$ cat src/rtl/addsub_pkg.sv
// rtl/addsub_pkg.sv - shared lane-state encoding, datapath width and add/sub helper
package addsub_pkg;

   localparam int   XLEN   = 32;
   localparam logic OP_SUB = 1'b1;

   typedef enum logic [1:0] {
      LANE_IDLE = 2'b00,
      LANE_RUN  = 2'b01,
      LANE_DONE = 2'b10
   } lane_state_t;

   function automatic logic [XLEN-1:0] addsub_calc(input logic [XLEN-1:0] a,
                                                   input logic [XLEN-1:0] b,
                                                   input logic            sub);
      return (sub == OP_SUB) ? a - b : a + b;
   endfunction

endpackage

$ cat src/rtl/addsub_lane.sv
// rtl/addsub_lane.sv - one fixed-latency add/sub lane: IDLE -> RUN -> DONE, result held until drained
module addsub_lane
   import addsub_pkg::*;
#(
   parameter int LAT   = 2,
   parameter int TAG_W = 4
) (
   input  logic             clk,
   input  logic             rst,
   input  logic             flush,
   input  logic             start,
   input  logic [XLEN-1:0]  op1,
   input  logic [XLEN-1:0]  op2,
   input  logic             sub,
   input  logic [TAG_W-1:0] tag,
   input  logic             src,
   input  logic             drain,
   output logic             idle,
   output logic             done,
   output logic [XLEN-1:0]  res,
   output logic [TAG_W-1:0] res_tag,
   output logic             res_src
);

   lane_state_t     state;
   logic [2:0]      cnt;
   logic [XLEN-1:0] a_q;
   logic [XLEN-1:0] b_q;
   logic            sub_q;

   assign idle = (state == LANE_IDLE);
   assign done = (state == LANE_DONE);

   always_ff @(posedge clk) begin
      if (!rst) begin
         state   <= LANE_IDLE;
         cnt     <= '0;
         a_q     <= '0;
         b_q     <= '0;
         sub_q   <= 1'b0;
         res     <= '0;
         res_tag <= '0;
         res_src <= 1'b0;
      end else if (flush) begin
         state <= LANE_IDLE;
      end else begin
         case (state)
            LANE_IDLE: begin
               if (start) begin
                  a_q     <= op1;
                  b_q     <= op2;
                  sub_q   <= sub;
                  res_tag <= tag;
                  res_src <= src;
                  // A single-cycle lane has no RUN phase; the result is ready on the next cycle.
                  if (LAT == 1) begin
                     res   <= addsub_calc(op1, op2, sub);
                     state <= LANE_DONE;
                  end else begin
                     cnt   <= 3'(LAT - 1);
                     state <= LANE_RUN;
                  end
               end
            end
            LANE_RUN: begin
               if (cnt == 3'd1) begin
                  res   <= addsub_calc(a_q, b_q, sub_q);
                  state <= LANE_DONE;
               end
               cnt <= cnt - 3'd1;
            end
            LANE_DONE: begin
               if (drain) begin
                  state <= LANE_IDLE;
               end
            end
            default: state <= LANE_IDLE;
         endcase
      end
   end

endmodule

$ cat src/rtl/addsub_sched.sv
// rtl/addsub_sched.sv - shares two add/sub lanes between two issue slots, returns results in issue order
module addsub_sched
   import addsub_pkg::*;
#(
   parameter int LAT   = 2,
   parameter int TAG_W = 4
) (
   input  logic             clk,
   input  logic             rst,
   input  logic             flush,
   input  logic             req0_valid,
   output logic             req0_ready,
   input  logic [XLEN-1:0]  req0_op1,
   input  logic [XLEN-1:0]  req0_op2,
   input  logic             req0_sub,
   input  logic [TAG_W-1:0] req0_tag,
   input  logic             req1_valid,
   output logic             req1_ready,
   input  logic [XLEN-1:0]  req1_op1,
   input  logic [XLEN-1:0]  req1_op2,
   input  logic             req1_sub,
   input  logic [TAG_W-1:0] req1_tag,
   output logic             rsp_valid,
   input  logic             rsp_ready,
   output logic [XLEN-1:0]  rsp_res,
   output logic [TAG_W-1:0] rsp_tag,
   output logic             rsp_src,
   output logic [1:0]       lane_busy
);

   logic [1:0]       idle;
   logic [1:0]       done;
   logic [1:0]       start;
   logic [1:0]       lsrc;
   logic [1:0]       drain;
   logic [1:0]       grant;
   logic [XLEN-1:0]  lane_res [2];
   logic [TAG_W-1:0] lane_tag [2];
   logic [1:0]       lane_src;
   logic             rr;
   logic             rr_nxt;
   logic             old_lane;
   logic             old_nxt;
   logic             sel;
   logic             free_lane;
   logic             win;
   logic             any_valid;

   // Grants look only at registered lane state, so a lane drained this cycle is not reused until next.
   always_comb begin
      grant     = 2'b00;
      start     = 2'b00;
      lsrc      = 2'b00;
      rr_nxt    = rr;
      old_nxt   = old_lane;
      free_lane = idle[0] ? 1'b0 : 1'b1;
      any_valid = req0_valid | req1_valid;
      win       = (req0_valid & req1_valid) ? rr : req1_valid;
      if (rst && !flush) begin
         if (&idle) begin
            grant = {req1_valid, req0_valid};
            if (req0_valid && req1_valid) begin
               start   = 2'b11;
               lsrc    = 2'b10;
               old_nxt = 1'b0;
            end else if (any_valid) begin
               start   = 2'b01;
               lsrc[0] = req1_valid;
               old_nxt = 1'b0;
            end
         end else if ((|idle) && any_valid) begin
            grant[win]       = 1'b1;
            start[free_lane] = 1'b1;
            lsrc[free_lane]  = win;
            rr_nxt           = ~win;
            old_nxt          = ~free_lane;
         end
      end
   end

   assign req0_ready = grant[0];
   assign req1_ready = grant[1];

   always_ff @(posedge clk) begin
      if (!rst) begin
         rr       <= 1'b0;
         old_lane <= 1'b0;
      end else begin
         rr       <= rr_nxt;
         old_lane <= old_nxt;
      end
   end

   for (genvar l = 0; l < 2; l++) begin : g_lane
      assign drain[l] = rsp_valid & rsp_ready & ~flush & (sel == 1'(l));

      addsub_lane #(
         .LAT   (LAT),
         .TAG_W (TAG_W)
      ) u_lane (
         .clk     (clk),
         .rst     (rst),
         .flush   (flush),
         .start   (start[l]),
         .op1     (lsrc[l] ? req1_op1 : req0_op1),
         .op2     (lsrc[l] ? req1_op2 : req0_op2),
         .sub     (lsrc[l] ? req1_sub : req0_sub),
         .tag     (lsrc[l] ? req1_tag : req0_tag),
         .src     (lsrc[l]),
         .drain   (drain[l]),
         .idle    (idle[l]),
         .done    (done[l]),
         .res     (lane_res[l]),
         .res_tag (lane_tag[l]),
         .res_src (lane_src[l])
      );
   end

   assign sel       = (&done) ? old_lane : done[1];
   assign rsp_valid = |done;
   assign rsp_res   = lane_res[sel];
   assign rsp_tag   = lane_tag[sel];
   assign rsp_src   = lane_src[sel];
   assign lane_busy = ~idle;

endmodule
$ cat config.mk
export PLATFORM = sky130hd
export DESIGN_NAME = addsub_sched
export DESIGN_NICKNAME = d
export VERILOG_FILES = /design/src/rtl/addsub_pkg.sv /design/src/rtl/addsub_lane.sv /design/src/rtl/addsub_sched.sv
export SDC_FILE = /design/constraint.sdc
export NUM_CORES = 1
export LEC_CHECK = 0
export ABC_AREA = 0
export CORE_MARGIN = 1
export CORE_UTILIZATION = 45
export DETAILED_ROUTE_END_ITERATION = 8
export DONT_BUFFER_PORTS = 1
export HOLD_SLACK_MARGIN = 0.03
export RECOVER_POWER = 50
export SETUP_SLACK_MARGIN = 0.1
export SLEW_MARGIN = 0
export SYNTH_ARGS = -nofsm -noshare
export SYNTH_HDL_FRONTEND = slang
export SYNTH_SLANG_ARGS = --single-unit
$ cat constraint.sdc
create_clock -name clk -period 4.3 [get_ports clk]
set_clock_uncertainty 0.2 [all_clocks]
set_input_delay 0.86 -clock clk [delete_from_list [all_inputs] [get_ports clk]]
set_output_delay 0.86 -clock clk [all_outputs]
set_load 0.02 [all_outputs]
* Word-level counts from Yosys, hierarchy flattened
Cells that the tools add are included.
** Storage, ports and cells
- Bits in registers :: 216
** Operators by class
- Order comparisons :: 6
- Reduce and logical (&&, ||, !) cells :: 26
- Add/subtract/negate cells :: 6
- Eq/ne operators :: 13
- Muxes and demuxes :: 55
- Bitwise operators :: 14
** Operator list (count)
- $mux 32 :: 9
- $add 32x32->32 :: 2
- $sub 32x32->32 :: 2
- $mux 2 :: 16
- $reduce_and 3->1 :: 10
- $mux 4 :: 5
- $mux 1 :: 17
- $pmux 2 s3 :: 2
- $pmux 3 s2 :: 2
- $ne 2x1->1 const B :: 4
- $eq 3x1->1 const B :: 2
- $lt 1x2->1 const B :: 3
- $mux 3 :: 2
- $reduce_bool 2->1 :: 3
- $reduce_or 2->1 :: 3
- $sub 3x1->3 const B :: 2
- $and 1x1->1 :: 5
- $logic_and 1x1->1 :: 5
- $not 1->1 :: 5
- $eq 2x1->1 const B :: 2
- $eq 2x2->1 const B :: 2
- $logic_not 2->1 :: 2
- $ne 2x2->1 const B :: 2
- $reduce_and 2->1 :: 2
- 9 further kinds :: 11

* Logic depth before layout (Yosys ltp)
Gate-level depths: netlist (run 1).
- Depth after elaboration :: 11
- Depth in mapped cells :: 20

* Modules after synthesis
A second synthesis (run 1) with hierarchy kept.
** Second synthesis, totals
- Cell total of the unflattened synthesis :: 1910
- Area, all modules :: 15408.5 µm²
** By module, submodules not included
- addsub_lane (g_lane[0].u_lane) :: area an instance 6471.2 µm², cells an instance 842, seq. area each 2142.1 µm², instances 1
- addsub_lane (g_lane[1].u_lane) :: area an instance 6203.4 µm², cells an instance 835, seq. area each 2142.1 µm², instances 1
- addsub_sched :: area an instance 2733.9 µm², cells an instance 233, seq. area each 40.0 µm², instances 1

* Worst setup path after synthesis (run 1)
OpenSTA, ideal clock, no wires.
- Path kind :: flip-flop to flip-flop
- Start :: register g_lane[0].u_lane.b_q[2]
- End :: register g_lane[0].u_lane.res[31]
- Data required time :: 4.036 ns
- Arrival time :: 4.047 ns
- Buffers on the path :: 2
- Setup slack :: -0.011 ns
- Cell stages (with the launch flop) :: 18
- Cells stage by stage :: dfxtp_1 > nor4_1 > nor4b_1 > and3b_1 > nand2_1 > nor2_1 > a21oi_1 > xnor2_1 > ha_1 > clkbuf_1 > and3_1 > clkbuf_1 > nand3_1 > or3_1 > a21oi_1 > a41oi_1 > or4_1 > nand4_1
** Between the ends
- Longest elaborated chain between the ends :: 2
** Ends and longest elaborated chain
- start, declared :: line addsub_lane.sv:28 : logic [XLEN-1:0] b_q;
- start signal, assigned :: line addsub_lane.sv:51 : b_q <= op2;
- $add 32x32->32 / $sub 32x32->32 (equally long branches) :: line addsub_pkg.sv:16 : return (sub == OP_SUB) ? a - b : a + b;
- $mux 32 * :: line addsub_pkg.sv:16
- end signal, assigned :: line addsub_lane.sv:57 : res <= addsub_calc(op1, op2, sub);
- end signal, assigned :: line addsub_lane.sv:67 : res <= addsub_calc(a_q, b_q, sub_q);
- end, declared :: line addsub_lane.sv:20 : output logic [XLEN-1:0] res,
Every way passes the cells marked *; elsewhere a longest branch is shown, timed or not.
A chain may end at the register's enable or synchronous reset.

* Final worst setup path (run 1)
- Start :: register g_lane[1].u_lane.b_q[0]
- End :: register g_lane[1].u_lane.res[31]
** Between the ends
- Longest elaborated chain between the ends :: 2
** Ends and longest elaborated chain (line)
- start, declared :: addsub_lane.sv:28
- start signal, assigned :: addsub_lane.sv:51
- $add 32x32->32 / $sub 32x32->32 (equally long branches) :: addsub_pkg.sv:16
- $mux 32 * :: addsub_pkg.sv:16
- end signal, assigned :: addsub_lane.sv:57
- end signal, assigned :: addsub_lane.sv:67
- end, declared :: addsub_lane.sv:20
Marked as above.

==> results of run 1 <==
power by group:
group / leakage (nW) / internal, mW / switching, mW / total (mW)
Combinational: 4.76 / 0.920 / 1.26 / 2.18
Clock: 0.404 / 1.32 / 0.861 / 2.18
Sequential: 1.76 / 2.10 / 0.0976 / 2.20
layout make-up:
type | instances | area, sq um
clock buffers | 36 | 707
clock inverters | 8 | 121
fillers | 3000 | 14900
inverters | 39 | 146
multi-input cells | 1327 | 9270
flip-flops and latches | 216 | 4320
well taps | 396 | 495
repair buffers | 83 | 653
worst max-delay path by stage:
| stage | startpoint | slack (ns) | cells past startpoint | to |
|---|---|---|---|---|
| after floorplan | g_lane[0].u_lane.b_q[2] | 0.14 | 17 | g_lane[0].u_lane.res[31] |
| after CTS | g_lane[0].u_lane.b_q[2] | 0.12 | 16 | g_lane[0].u_lane.res[31] |
| after detailed placement | g_lane[1].u_lane.b_q[10] | 0.07 | 16 | g_lane[1].u_lane.res[31] |
| final | g_lane[1].u_lane.b_q[0] | 0.20 | 14 | g_lane[1].u_lane.res[31] |
| after global routing | g_lane[1].u_lane.b_q[0] | 0.0002 | 14 | g_lane[1].u_lane.res[31] |
| after global placement | g_lane[1].u_lane.b_q[4] | 0.13 | 17 | g_lane[1].u_lane.res[31] |
synth_stat cells, types with 6 or more instances:
cell type | n | area (sq um)
a21oi_1 | 110 | 551
nand4_1 | 13 | 81.3
nand3_1 | 94 | 470
mux2i_1 | 143 | 1430
nand2_1 | 177 | 664
a21boi_0 | 6 | 45.0
ha_1 | 68 | 851
nor2b_1 | 8 | 50.1
nor3_1 | 21 | 105
inv_1 | 39 | 146
and3_1 | 10 | 62.6
o21bai_1 | 7 | 52.6
a31o_2 | 6 | 52.6
xnor2_1 | 88 | 771
nand2b_1 | 16 | 100
o211a_1 | 73 | 731
nor4_1 | 8 | 50.1
a211oi_1 | 9 | 67.6
nor2_1 | 98 | 368
dfxtp_1 | 216 | 4320
or4_1 | 6 | 45.0
a21o_1 | 21 | 158
and2_1 | 35 | 219
xor2_1 | 25 | 219
a31oi_1 | 19 | 119
clkbuf_1 | 98 | 368
buf_2 | 8 | 40.0
o21ai_0 | 165 | 826
buf_1 | 7 | 26.3
mux2_2 | 37 | 417
through the flow:
| step | cell area [sq um] | setup WS, ns | util (%) |
|---|---|---|---|
| after global placement | 14800 | 0.130 | 48.4 |
| after global routing | 15700 | 0.000178 | 51.4 |
| after CTS | 15600 | 0.118 | 51.1 |
| after floorplan | 14000 | 0.139 | - |
| after detailed placement | 14800 | 0.0702 | 48.4 |
| final | 15700 | 0.200 | 51.4 |
state kept, by name, indices dropped and copies added, names as in the netlist, 2 cells and up:
signal                 cells
g_lane.u_lane.cnt          6
g_lane.u_lane.b_q         64
g_lane.u_lane.state        4
g_lane.u_lane.res_src      2
g_lane.u_lane.a_q         64
g_lane.u_lane.sub_q        2
g_lane.u_lane.res         64
g_lane.u_lane.res_tag      8
repair_timing:
action                     in CTS  in global routing
setup endpoints to repair       4                 20
resized for setup               3                 28
pin swaps                       0                  8
buffers inserted                0                  3
placed cells by master (no fill, tap or decap), types with 5 or more instances in the layout:
master,instances
nand3_1,94
a21oi_2,5
a21o_1,21
a211o_1,5
nand2_1,177
or3_1,5
and2_1,33
xor2_1,25
clkbuf_1,11
o21ai_0,161
ha_1,67
nor2b_1,8
or4_1,6
xnor2_1,87
a31oi_1,18
buf_4,72
mux2i_1,143
mux2_2,37
a21oi_1,105
nand4_1,13
clkbuf_16,25
a31o_2,6
nand2b_1,16
a21boi_0,6
nor2_1,95
o21bai_1,7
inv_1,39
nor3_1,20
dfxtp_1,216
o211a_1,73
and3_1,10
a211oi_1,8
worst max-delay path, cell delays in order, from the launching register on:
cell	delay (ns)
dfxtp_1	0.39
inv_1	0.07
ha_1	0.29
mux2i_1	0.57
ha_1	0.35
nor2b_1	0.14
o2111ai_1	0.28
a21oi_1	0.16
a41oi_1	0.34
o21ai_0	0.15
buf_4	0.18
a32o_1	0.28
o311ai_2	0.28
mux2i_1	0.24
o21ai_1	0.07
per-layer routing:
layer / vias to the layer above / share of wire, % / track usage, % / wire, um
met1: 5853 / 48 / 37.4 / 20500
met5: - / 0 / 0 / 0
li1: 6088 / - / - / -
met4: 0 / 1.8 / 5.69 / 784
met2: 315 / 44 / 41.7 / 19100
met3: 52 / 6.6 / 5.33 / 2840
kinds of logic after synthesis:
group                    Yosys count
flip-flops                       216
AND/OR/NAND/NOR                  508
XOR/XNOR                         114
multiplexers                     180
adder cells (fa/ha/maj)           71
AO/OA/AOI/OAI                    454
buffers and inverters            153
==> results.md, run 1 <==
- Post-Route WL: 43200 um
- Avg WL per Cell: ~21 um
- Clock root buffer: clkbuf_16
- Pre-antenna DRT Iters: 6
- Die width: between 150 and 200 um
- H-tree depth: 1
- Ratio of cells with drive above 1 in the final layout: between 10% and 20%
- Reg2Reg Depth: 14
- CP startpoint kind: flip-flop
- Slew Viols, Final: 62
- # diodes: 0
- Detailed placement HPWL: 33000 um
- Number of global-route vias before repair: 11600
- R2r startpoint: g_lane[1].u_lane.b_q[0]
- CTS tree: yes
- CTS buffer count: 25
- Worst hold path startpoint: g_lane[0].u_lane.res[5]
- Initial antenna violation count: 0
- Failing checks: capacitance limit, slew limit
- CP Capture Type: flip-flop
- Worst R2R End: g_lane[1].u_lane.res[31]
- PortBufs: 0
- DR vias/cell: about 5.8
- Worst R2R Setup Slack: about 0.2 ns
- Worst hold path cell count: 2
- First-pass GRT wire length: about 66000 um
- Routability cong.: just over 0.9
- Setup-failing EPs final: 0
- Skew-Pair Late Insertion Delay: approximately 0.53 ns
- CP arrival: roughly 4.3 ns
- Drt drc: 0
- Die Area: 31800 sq um
- Distinct cells, synth: about 70
- Worst-path maximum fanout: 4
- Hold Path End: g_lane[0].u_lane.res[5]
- Synthesis-stage register bit count: about 220
- Largest family of logic cells by synthesized area: compound AO/OA/AOI/OAI gates
- Largest net degree at the start of global routing: approximately 200
- Ports: about 190
- Cell Area, Synth: approximately 14000 sq um
- Fin nets: roughly 1900
- Post-Synthesis Net Count: approximately 1900
- Critical path data required time: 4.51 ns
- # hold bufs at CTS: 0
- Clock Path Buffers: 3
- Max Fclk: 244 MHz
- Mux cell area share after synthesis: 13.2%
- Final std cells w/o fill: about 2100
- Syn avg cell area: about 8.3 sq um
- Post-Syn Instances: between 1500 and 2000
- FP Rows: 64
- RSZ-0062 raised after global routing: yes
- Overflow after GRT: 0
- Fin. Hold Viols: 0
- Worst-path clk slew: about 0.060 ns
- YS warnings: 0
- Compound-cell area share of the yosys netlist: 21.0%
- Die Span Y: around 180 um
- Core area: just over 30000 sq um
- Starting Density: about 46%
- Area Growth Syn to Fin: 12.2%
- DR iter-0 viols: about 760
- PnR Total Power: between 6 and 7 mW
- Status: finished with violations
- Simple-gate area share of the yosys netlist: 17.1%
- Seq/Total Area, Yosys: a little under a third
- Pleak: between 6 and 7 nW
- Post-Synth XOR/XNOR Area: under 10%
- VDD IR max: around 0.00026 V
- Fin crit share: a little over nine tenths
- GRT Total Usage: 26.6%
- Placed cell count: 2058
- Max Cap Violations: 1
- Final min period: around 4.1 ns
- Vias: ~12000
- Rel. slew slack: -41.2%
- Synth Area in Adders: 6.43%
- Post-synth EDFFs: 0
- Power per cell area: approximately 420 nW/um^2
- Post-route ant nets: 0
- Actual slew at the worst max-slew pin: 2.12 ns
- Async S/R FF share, synth: 0%
- Fin Hold WS: around 0.25 ns
- Setup CP Type: flip-flop to flip-flop
- Setup TNS: 0 ns
- Main synth FF type: dfxtp_1
- Hold Path Class: flip-flop to flip-flop
- # clock sinks: 216
(Power assumes the default switching activity.)
==> inputs of run 2 (changes only) <==
--- a/config.mk
+++ b/config.mk
@@ -6,11 +6,14 @@
 export NUM_CORES = 1
 export LEC_CHECK = 0
 export ABC_AREA = 0
+export CELL_PAD_IN_SITES_DETAIL_PLACEMENT = 1
+export CELL_PAD_IN_SITES_GLOBAL_PLACEMENT = 1
 export CORE_MARGIN = 1
-export CORE_UTILIZATION = 45
+export CORE_UTILIZATION = 44
 export DETAILED_ROUTE_END_ITERATION = 8
 export DONT_BUFFER_PORTS = 1
 export HOLD_SLACK_MARGIN = 0.03
+export PLACE_DENSITY_LB_ADDON = 0.1
 export RECOVER_POWER = 50
 export SETUP_SLACK_MARGIN = 0.1
 export SLEW_MARGIN = 0
==> results.md, run 2 (synthesis gave the netlist of run 1 again) <==
- Net Sw Frac: 34.7% (+0.88 points)
- Actual slew at the worst max-slew pin: 1.60 ns (-0.521 ns)
- Avg WL per Cell: 22.9 um (+12%)
- # diodes: 0 (unchanged)
- FP Rows: 64 (unchanged)
- Fin. Hold Viols: 0 (unchanged)
- Routability cong.: 0.954 (+3.3%)
- Detailed placement HPWL: 37500 um (+13%)
- Post-route ant nets: 0 (unchanged)
- CP startpoint kind: flip-flop
- Max Fclk: 246 MHz (+0.76%)
- Worst hold path cell count: 2 (unchanged)
- GRT Total Usage: 29.7% (+3.1 points)
- Die Span Y: 180 um (+1.1%)
- Worst-path clk slew: 0.06 ns (about the same)
- Starting Density: 45.3% (-0.47 points)
- Worst-path maximum fanout: 4 (unchanged)
- Slew Viols, Final: 27 (-56%)
- Fin crit share: 94.6% (-0.72 points)
- DR iter-0 viols: 740 (-2.0%)
- Most common cell after layout, fill and taps aside: dfxtp_1
- Post-Route WL: 48900 um (+13%)
- Switching pwr: 2.42 mW (+9.3%)
- DR vias/cell: 5.96 (+1.9%)
- Vias: 12700 (+3.3%)
- Ratio of cells with drive above 1 in the final layout: 14.3% (+2.6 points)
- Reg power frac: 31.5% (-2.0 points)
- Clock root buffer: clkbuf_16
- Max Cap Violations: 1 (unchanged)
- DP Worst Slack: -0.0332 ns (-0.103 ns)
- Die width: 180 um (+1.1%)
- CTS tree: yes
- Most frequent cells in the layout: 214 x dfxtp_1, 177 x nand2_1, 154 x o21ai_0
- Reg2Reg Depth: 19 (+5)
- Skew-Pair Late Insertion Delay: 0.55 ns (+0.02 ns)
- CP arrival: 4.35 ns (+0.04 ns)
- Overflow after GRT: 0 (unchanged)
- CTS buffer count: 26 (+4.0%)
- PortBufs: 0 (unchanged)
- Biggest regs: g_lane.u_lane.a_q x64, g_lane.u_lane.b_q x64, g_lane.u_lane.res x64
- First-pass GRT wire length: 75600 um (+15%)
- Ports: 186 (unchanged)
- Failing checks: capacitance limit, slew limit
- Clock Path Buffers: 3 (unchanged)
- Power per cell area: 433 nW/um^2 (+3.9%)
- Core area: 30900 sq um (+1.0%)
- Area Growth Syn to Fin: 15.1%
- Part of the power in the clock network: 34.2% (+1.0 points)
- Status: finished with violations
- Initial antenna violation count: 0 (unchanged)
- Number of global-route vias before repair: 12900 (+12%)
- # clock sinks: 216 (unchanged)
- Setup CP Type: flip-flop to flip-flop
- Pleak: 7.12 nW (+2.9%)
- Pre-antenna DRT Iters: 4 (-2)
- Hold Path Class: flip-flop to flip-flop
- CP Capture Type: flip-flop
- Final min period: 4.07 ns (-0.0308 ns)
- Final WS setup: 0.231 ns (+0.0308 ns)
- Comb pwr share: 34.4% (+1.1 points)
- H-tree depth: 1 (unchanged)
- Int Pwr: 4.56 mW (+5.1%)
- RSZ-0062 raised after global routing: yes
- Critical path data required time: 4.58 ns (+0.07 ns)
- Setup TNS: 0 ns (unchanged)
- Setup-failing EPs final: 0 (unchanged)
- Rel. slew slack: -6.54% (+35 points)
- Die Area: 32500 sq um (+2.2%)
- Largest net degree at the start of global routing: 198 (unchanged)
- Fin nets: 1935 (+1.5%)
- Drt drc: 0 (unchanged)
- VDD IR max: 0.000312 V (+18%)
==> run 2: worst max-delay path: stages, from the launching register on <==
cell and delay, ns:
dfxtp_2 0.33, nor4_4 0.33, nand2_1 0.11, nor2_2 0.15, nand2_1 0.08, nor2_2 0.12
buf_4 0.15, nand2_1 0.07, buf_4 0.17, nor4_4 0.20, nor2_1 0.08, xnor2_1 0.15
ha_1 0.33, and3_4 0.20, nand3_1 0.12, or3_1 0.39, a21oi_2 0.18, a41oi_2 0.14
or4_1 0.42, nand4_1 0.09
==> run 2: power by group through the flow <==
stage	Combinational (mW)	Clock, mW	Sequential, mW
floorplan	1.51	0	2.20
global placement	2.25	0	2.23
detailed placement	2.28	0	2.24
CTS	2.31	2.41	2.19
global route	2.60	2.49	2.21
finish	2.40	2.39	2.20
==> run 2: final cells by class <==
class | instances | area, sq um
Multi-Input combinational cell | 1327 | 9410
Fill cell | 3637 | 14800
Inverter | 39 | 146
Clock inverter | 8 | 144
Tap cell | 396 | 495
Clock buffer | 38 | 767
Timing Repair Buffer | 111 | 827
Sequential cell | 216 | 4330
==> run 2: repair_timing <==
action / 4_1_cts / 5_1_grt
endpoints found under the hold margin: 0 / 0
pin swaps: 0 / 18
gates cloned: 0 / 0
buffers inserted: 0 / 4
endpoints found under the setup margin: 9 / 22
hold buffers: 0 / 0
resized for setup: 9 / 57
==> run 2: through the flow <==
stage          utilization, %  instance area, sq um  hold slack (ns)  total power [mW]  std cells
2_1_floorplan               -                 14000            0.221              3.71       1696
3_3_place_gp             48.6                 15000            0.230              4.48       2085
3_5_place_dp             48.6                 15000            0.240              4.52       2085
4_1_cts                  51.7                 16000            0.237              6.92       2131
5_1_grt                  52.1                 16100            0.250              7.30       2135
6_report                 52.1                 16100            0.255              6.98       2135
==> run 2: per-layer routing <==
layer  wire length, um  vias to the layer above  global-route usage, %
met5                 0                        -                      0
met4              1440                        0                   8.99
met3              2780                       69                   5.66
met2             21800                      302                   47.5
met1             22900                     6224                   40.2
li1                  -                     6122                      -
==> run 2: worst paths after layout <==
| kind | from | endpoint | slack [ns] |
|---|---|---|---|
| setup / recovery | g_lane[0].u_lane.b_q[5] | g_lane[0].u_lane.res[31] | 0.23 |
| hold / removal | g_lane[0].u_lane.res[3] | g_lane[0].u_lane.res[3] | 0.25 |
| setup reg to reg | g_lane[0].u_lane.b_q[5] | g_lane[0].u_lane.res[31] | 0.23 |
| hold reg to reg | g_lane[0].u_lane.res[3] | g_lane[0].u_lane.res[3] | 0.25 |
